$ cat config.mk
export PLATFORM = sky130hd
export DESIGN_NAME = fft_frame_ctrl
export DESIGN_NICKNAME = d
export VERILOG_FILES = /design/src/rtl/fft_frame_ctrl.sv
export SDC_FILE = /design/constraint.sdc
export NUM_CORES = 2
export LEC_CHECK = 0
export CAP_MARGIN = 20
export CORE_AREA = 2 2 432 434
export DETAILED_ROUTE_END_ITERATION = 10
export DIE_AREA = 0 0 434 436
export PLACE_DENSITY_LB_ADDON = 0.08
export SETUP_SLACK_MARGIN = 0.15
export SYNTH_ARGS = -nofsm -noshare
export SYNTH_HDL_FRONTEND = slang
export SYNTH_SLANG_ARGS = --single-unit
$ cat constraint.sdc
create_clock -name clk_i -period 43.8 [get_ports clk_i]
set_clock_uncertainty 0.2 [all_clocks]
set_input_delay 13.14 -clock clk_i [delete_from_list [all_inputs] [get_ports clk_i]]
set_output_delay 13.14 -clock clk_i [all_outputs]
set_load 0.05 [all_outputs]
$ cat src/rtl/fft_frame_ctrl.sv
// Frame sequencer for the parallel CORDIC FFT core: collects a serial sample stream into
// a parallel input bank, starts the core, captures its output and streams the bins back out.
module fft_frame_ctrl #(
  parameter int POINT_FFT_POW2 = 4,
  parameter int POINT_FFT      = 1 << POINT_FFT_POW2,
  parameter int FRAC_BITS      = 15,
  parameter int DATA_WIDTH     = FRAC_BITS + 1,
  parameter int LATENCY        = 48,
  parameter int BITREV_OUT     = 0
) (
  input  logic                              clk_i,
  input  logic                              rst_i,
  input  logic                              s_valid_i,
  output logic                              s_ready_o,
  input  logic [2*DATA_WIDTH-1:0]           s_data_i,
  output logic                              fft_start_o,
  output logic [POINT_FFT*2*DATA_WIDTH-1:0] fft_data_o,
  input  logic [POINT_FFT*2*DATA_WIDTH-1:0] fft_data_i,
  output logic                              m_valid_o,
  input  logic                              m_ready_i,
  output logic [2*DATA_WIDTH-1:0]           m_data_o,
  output logic [POINT_FFT_POW2-1:0]         m_index_o,
  output logic                              m_last_o,
  output logic                              busy_o,
  output logic                              frame_done_o
);

  localparam int SW = 2 * DATA_WIDTH;
  localparam int LW = (LATENCY > 1) ? $clog2(LATENCY) : 1;

  typedef enum logic [1:0] {LOAD, START, WAIT, UNLOAD} state_e;

  state_e                        state_q, state_d;
  logic [POINT_FFT_POW2-1:0]     wr_cnt_q, wr_cnt_d;
  logic [POINT_FFT_POW2-1:0]     rd_cnt_q, rd_cnt_d;
  logic [LW-1:0]                 lat_cnt_q, lat_cnt_d;
  logic                          in_full_q, in_full_d;
  logic                          frame_done_q, frame_done_d;
  logic [POINT_FFT-1:0][SW-1:0]  in_bank_q, in_bank_d;
  logic [POINT_FFT-1:0][SW-1:0]  out_bank_q, out_bank_d;

  logic                          in_hs;
  logic                          fill_done;
  logic                          last_beat;
  logic [POINT_FFT_POW2-1:0]     rd_idx;

  function automatic logic [POINT_FFT_POW2-1:0] bitrev(input logic [POINT_FFT_POW2-1:0] v);
    logic [POINT_FFT_POW2-1:0] r;
    r = '0;
    for (int unsigned i = 0; i < POINT_FFT_POW2; i++) begin
      r[i] = v[POINT_FFT_POW2-1-i];
    end
    return r;
  endfunction

  assign fft_data_o   = in_bank_q;
  assign frame_done_o = frame_done_q;
  assign busy_o       = (state_q != LOAD) || in_full_q || (wr_cnt_q != '0);

  always_comb begin
    state_d      = state_q;
    wr_cnt_d     = wr_cnt_q;
    rd_cnt_d     = rd_cnt_q;
    lat_cnt_d    = lat_cnt_q;
    in_full_d    = in_full_q;
    in_bank_d    = in_bank_q;
    out_bank_d   = out_bank_q;
    frame_done_d = 1'b0;

    fft_start_o  = 1'b0;
    m_valid_o    = 1'b0;
    m_data_o     = '0;
    m_index_o    = '0;
    m_last_o     = 1'b0;

    s_ready_o = ((state_q == LOAD) || (state_q == UNLOAD)) && !in_full_q;
    in_hs     = s_valid_i && s_ready_o;
    fill_done = in_hs && (wr_cnt_q == POINT_FFT_POW2'(POINT_FFT - 1));
    last_beat = (rd_cnt_q == '1);
    rd_idx    = (BITREV_OUT != 0) ? bitrev(rd_cnt_q) : rd_cnt_q;

    // Loading runs in LOAD and UNLOAD alike, so the next frame fills while this one drains.
    if (in_hs) begin
      in_bank_d[wr_cnt_q] = s_data_i;
      wr_cnt_d            = wr_cnt_q + 1'b1;
    end
    if (fill_done) begin
      in_full_d = 1'b1;
    end

    case (state_q)
      LOAD: begin
        if (in_full_q || fill_done) begin
          state_d = START;
        end
      end
      START: begin
        fft_start_o = 1'b1;
        in_full_d   = 1'b0;
        lat_cnt_d   = '0;
        state_d     = WAIT;
      end
      WAIT: begin
        lat_cnt_d = lat_cnt_q + 1'b1;
        if (lat_cnt_q == LW'(LATENCY - 1)) begin
          out_bank_d = fft_data_i;
          rd_cnt_d   = '0;
          state_d    = UNLOAD;
        end
      end
      UNLOAD: begin
        m_valid_o = 1'b1;
        m_data_o  = out_bank_q[rd_idx];
        m_index_o = rd_idx;
        m_last_o  = last_beat;
        if (m_ready_i) begin
          rd_cnt_d = rd_cnt_q + 1'b1;
          if (last_beat) begin
            frame_done_d = 1'b1;
            state_d      = (in_full_q || fill_done) ? START : LOAD;
          end
        end
      end
      default: state_d = LOAD;
    endcase
  end

  always_ff @(posedge clk_i or posedge rst_i) begin
    if (rst_i) begin
      state_q      <= LOAD;
      wr_cnt_q     <= '0;
      rd_cnt_q     <= '0;
      lat_cnt_q    <= '0;
      in_full_q    <= 1'b0;
      frame_done_q <= 1'b0;
      in_bank_q    <= '0;
      out_bank_q   <= '0;
    end else begin
      state_q      <= state_d;
      wr_cnt_q     <= wr_cnt_d;
      rd_cnt_q     <= rd_cnt_d;
      lat_cnt_q    <= lat_cnt_d;
      in_full_q    <= in_full_d;
      frame_done_q <= frame_done_d;
      in_bank_q    <= in_bank_d;
      out_bank_q   <= out_bank_d;
    end
  end

endmodule
# --- Word level (Yosys, flattened, before mapping) ---
# Cells that the tools add are included.
totals:
  regBits: 1042
  input_bits: 548
  out_inout_bits: 554
  wordCells: 97
classes:
  n_addsub: 3
  order_cmp: 3
  eq_ne: 10
  n_mux: 25
  reduce_logical: 18
ops:
  columns: ["op", "n"]
  rows:
  - ["$bwmux W512", 1]
  - ["$bmux W32 S4", 1]
  - ["$demux W32 S4", 1]
  - ["$mux W32", 3]
  - ["$mux W4", 3]
  - ["$pmux W6 S2", 1]
  - ["$lt A4 B5 Y1 const B", 2]
  - ["$mux W1", 9]
  - ["$add A4 B1 Y4 const B", 2]
  - ["$eq A4 B4 Y1 const B", 2]
  - ["$mux W2", 4]
  - ["$pmux W2 S4", 1]
  - ["$pmux W4 S2", 1]
  - ["$reduce_bool A2 Y1", 4]
  - ["$add A6 B1 Y6 const B", 1]
  - ["$eq A6 B6 Y1 const B", 1]
  - ["$ne A2 B2 Y1 const B", 3]
  - ["$eq A2 B2 Y1 const B", 2]
  - ["$ge A4 B1 Y1 const B", 1]
  - ["$logic_and A1 B1 Y1", 4]
  - ["$logic_or A1 B1 Y1", 4]
  - ["$reduce_and A4 Y1", 1]
  - ["$reduce_bool A4 Y1", 1]
  - ["$reduce_and A3 Y1", 1]
  - ["5 further kinds", 5]

# --- Longest topological paths before layout ---
logic_depth:
  ltp_word: 10
  mapped_depth: 8
  mapped_depth_nobuf: 6

# --- Least setup slack after synthesis ---
# No wires, ideal clock.
synth_path:
  kind: "reg2out"
  from: "reg state_q[1]"
  to: "out m_data_o[21]"
  arrival_time_ps: 3117
  required_ps: 30460
  path_slack_ps: 27343
  path_stages_with_launch: 8
  path_buffers: 2
  cell_sequence: "dfrtp_1 -> ha_1 -> buf_2 -> inv_1 -> nor2_1 -> clkbuf_1 -> a22oi_1 -> o211ai_1"
synth_via:
  elab_chain_cells: 2
synth_lines:
  columns: ["element", "line", "text"]
  rows:
  - ["from (decl)", "33", "state_e state_q, state_d;"]
  - ["from (signal assigned)", "139", "state_q <= state_d;"]
  - ["$eq A2 B2 Y1", "91", "case (state_q)"]
  - ["$mux W32", "91", null]
  - ["to (decl)", "21", "output logic [2*DATA_WIDTH-1:0] m_data_o,"]
# No other way between the ends.

# --- Worst setup path after layout ---
layout_path:
  from: "reg rd_cnt_q[0]"
  to: "out m_data_o[8]"
layout_via:
  elab_chain_cells: 3
layout_lines:
  columns: ["element", "line", "text"]
  rows:
  - ["from (decl)", "35", "logic [POINT_FFT_POW2-1:0] rd_cnt_q, rd_cnt_d;"]
  - ["from (signal assigned)", "141", "rd_cnt_q <= rd_cnt_d;"]
  - ["$bmux W32 S4", "113", "m_data_o = out_bank_q[rd_idx];"]
  - ["$mux W32 (not written as such)", "113", null]
  - ["$mux W32", "91", null]
# No other way between the ends. The select of a mux whose other input is x is not followed.

==> reports/qor.txt <==
Die Width = 434 µm
Placed Cells = 6122
CTS tree = done
Hold Path Class = flip-flop to flip-flop
Hold Fails Final Rpt = 0
Clock sinks = 1042
Via density = 4.49
Number of warning messages in the yosys log = 0
Syn_area_per_cell = 16.1 µm²
Xor/xnor cell area share of the yosys netlist = 0.000809
Clk buf depth = 3
Max cap viols = 0
Metal-1 WL = 81700 µm
Gpl congestion = 0.861
Crit share post-route = 0.422
Buf/Inv on CP = 3
Synth cell types = 47
Total Routed Length = 204000 µm
Clk_lat worst skew = 0.77 ns
DRT Pass-1 Iters = 5
Boundary Pins = 1102
Transition time of the tightest slew-check pin = 1.08 ns
Peak supply drop = 0.0000387 V
Slew headroom = 0.277
Initial antenna violation count = 114
Die H = 436 µm
Synth Area in Adders = 0.00289
WP data arrival = 5.15 ns
Max frequency = 0.0541 GHz
Status = finished, final reports clean
Min Clock Period, post-route = 18.49 ns
Setup bufs post-CTS = 0
Worst-path maximum fanout = 86
Die area = 189000 µm²
Number of routed nets with antenna violations = 0
EDFF count, synth = 0
Synth Area in Simple Gates = 0.0168
Post-synth net total = 3255
Final setup TNS = 0 ns
Share of post-route cells with drive strength above 1 = 0.354
Grt total ovfl = 0
Syn Inst Count = 2697
Drt drc = 0
Top sig layer = met5
RSZ-0062 raised after global routing = false
CP delay by family, top = buffers and inverters
Crit Path Class = flip-flop to output pin
Post-CTS resize count = 0
Nets@finish = 4338
Ys async rst share = 1.00
Global Route Usage Sum = 0.212
Slowest-stage cell, CP = dfrtp_4
Core area = 185000 µm²
Final setup margin = 25.31 ns
TritonCTS buffer count = 136
FILL cells = 18400
Startpoint class of the critical path = flip-flop
Wire length on met3 = 15400 µm
Dpl ws = 26.00 ns
Utilization after layout = 0.332
Hold-fix buffers, CTS = 0
CTS clk-pin slew, worst paths = 0.05 ns
Port buffer count = 1101
Synth Area in Compound Gates = 0.0200
Detailed placement HPWL = 150000 µm
Cell area after synthesis = 43300 µm²
Sequential-to-total area share from yosys stat = 0.602
First-pass GRT wire length = 274000 µm
Initial Utilization = 0.235
Final instance count without filler cells = 6379
Area grow syn2layout = 41.5%
Pwr dens = 73.9 nW/µm²
Commonest cells after routing, fill and taps aside = 1101 x clkdlybuf4s50_1, 1040 x dfrtp_1, 1004 x mux2_2
CTS H-tree lvls = 4
DR WL met2 = 102000 µm
Slew Viols, Final = 0
Largest family of logic cells by synthesized area = multiplexers
Critical Path RT = 30.46 ns
Crit end category = output pin
Ys flop type = dfrtp_1
Vias in the first global route = 30100
Pin count of the biggest net entering global routing = 144
Root Buffer Master = clkbuf_16
Row count = 158
WL/cell = 31.9 µm
#FFs+latches synth = 1042
Via count = 28700
CP cell instances = buf_4 > buf_12 > mux4_2 > nand2_1 > o211ai_1 > clkdlybuf4s50_1
Commonest non-fill, non-tap cell in the layout = clkdlybuf4s50_1
Leak pwr = 25.1 nW
Slowest stage delay, CP = 0.89 ns
Initial DRC count = 1491
Post-synthesis mux area share = 0.332
Count of final setup violators = 0
stage by stage:
stage | power, mW | area [µm²] | hold slack [ns]
finish | 4.53 | 61300 | 0.287
global route | 4.70 | 61300 | 0.300
CTS | 4.60 | 61200 | 0.293
detailed placement | 3.44 | 56800 | 0.278
global placement | 3.44 | 56800 | 0.270
floorplan | 2.59 | 43300 | 0.274
registers in the layout, summed over array words and instances, names as in the netlist:
register	flops
lat_cnt_q	6
state_q	2
frame_done_o	1
fft_data_o	512
in_full_q	1
rd_cnt_q	4
wr_cnt_q	4
out_bank_q	512
cell type report:
cell class,count,area [µm²],share of cell area
Antenna cell,18,45.0,0.000735
Clock buffer,201,3970,0.0648
Clock inverter,38,457,0.00745
Inverter,13,56.3,0.000919
Multi-Input combinational cell,1448,16200,0.264
Sequential cell,1042,26100,0.426
Tap cell,2480,3100,0.0506
Timing Repair Buffer,1139,11400,0.186
logic make-up (layout without fill, tap and decap cells):
| group | after synthesis | after routing |
|---|---|---|
| buffers and inverters | 207 | 1391 |
| XOR/XNOR | 4 | 4 |
| other | 0 | 18 |
| flip-flops | 1042 | 1042 |
| multiplexers | 1187 | 1187 |
| AND/OR/NAND/NOR | 129 | 129 |
| AO/OA/AOI/OAI | 118 | 118 |
| adder cells (fa/ha/maj) | 10 | 10 |
layer usage:
metal / GRT usage / up-vias
met4: 0.0496 / 22
li1: - / 12100
met1: 0.259 / 15300
met5: 0 / -
met2: 0.361 / 989
met3: 0.0684 / 331
synthesized netlist by cell type (2+ instances only):
cell type	n	area, µm²
nor2b_1	3	18.8
inv_1	12	45.0
nor2_1	12	45.0
and3_1	3	18.8
mux4_2	96	2160
buf_4	13	97.6
nand2_1	46	173
buf_6	20	225
a21boi_0	2	15.0
or4_1	2	15.0
and2_1	4	25.0
a22oi_1	64	480
xnor2_1	2	17.5
buf_2	102	510
ha_1	10	125
dfrtp_1	1042	26100
o21ai_0	11	55.1
clkbuf_1	58	218
nand3_1	37	185
mux2_2	1004	11300
mux2_1	22	248
mux2i_1	65	651
and2b_1	2	15.0
nand3_4	6	105
xor2_1	2	17.5
nand4_1	5	31.3
o211ai_1	32	240
power by group:
group	leakage (nW)	switching, mW	internal, mW	total [mW]
Combinational	10.2	1.34	0.703	2.05
Clock	2.18	0.464	0.654	1.12
Sequential	12.7	0.149	1.21	1.36
worst paths after layout:
kind	to	cells past startpoint	slack [ns]	from
hold / removal	fft_data_o[313]$_DFFE_PP0P_	1	0.29	fft_data_o[313]$_DFFE_PP0P_
hold reg to reg	fft_data_o[313]$_DFFE_PP0P_	1	0.29	fft_data_o[313]$_DFFE_PP0P_
setup / recovery	m_data_o[8]	6	25.31	rd_cnt_q[0]$_DFFE_PP0P_
min in group asynchronous	fft_data_o[343]$_DFFE_PP0P_	2	12.70	rst_i
max in group asynchronous	fft_data_o[238]$_DFFE_PP0P_	6	27.04	rst_i
setup reg to reg	out_bank_q[316]$_DFFE_PP0P_	9	37.37	lat_cnt_q[0]$_DFFE_PP0P_
Power figures use the tool's default switching activity.
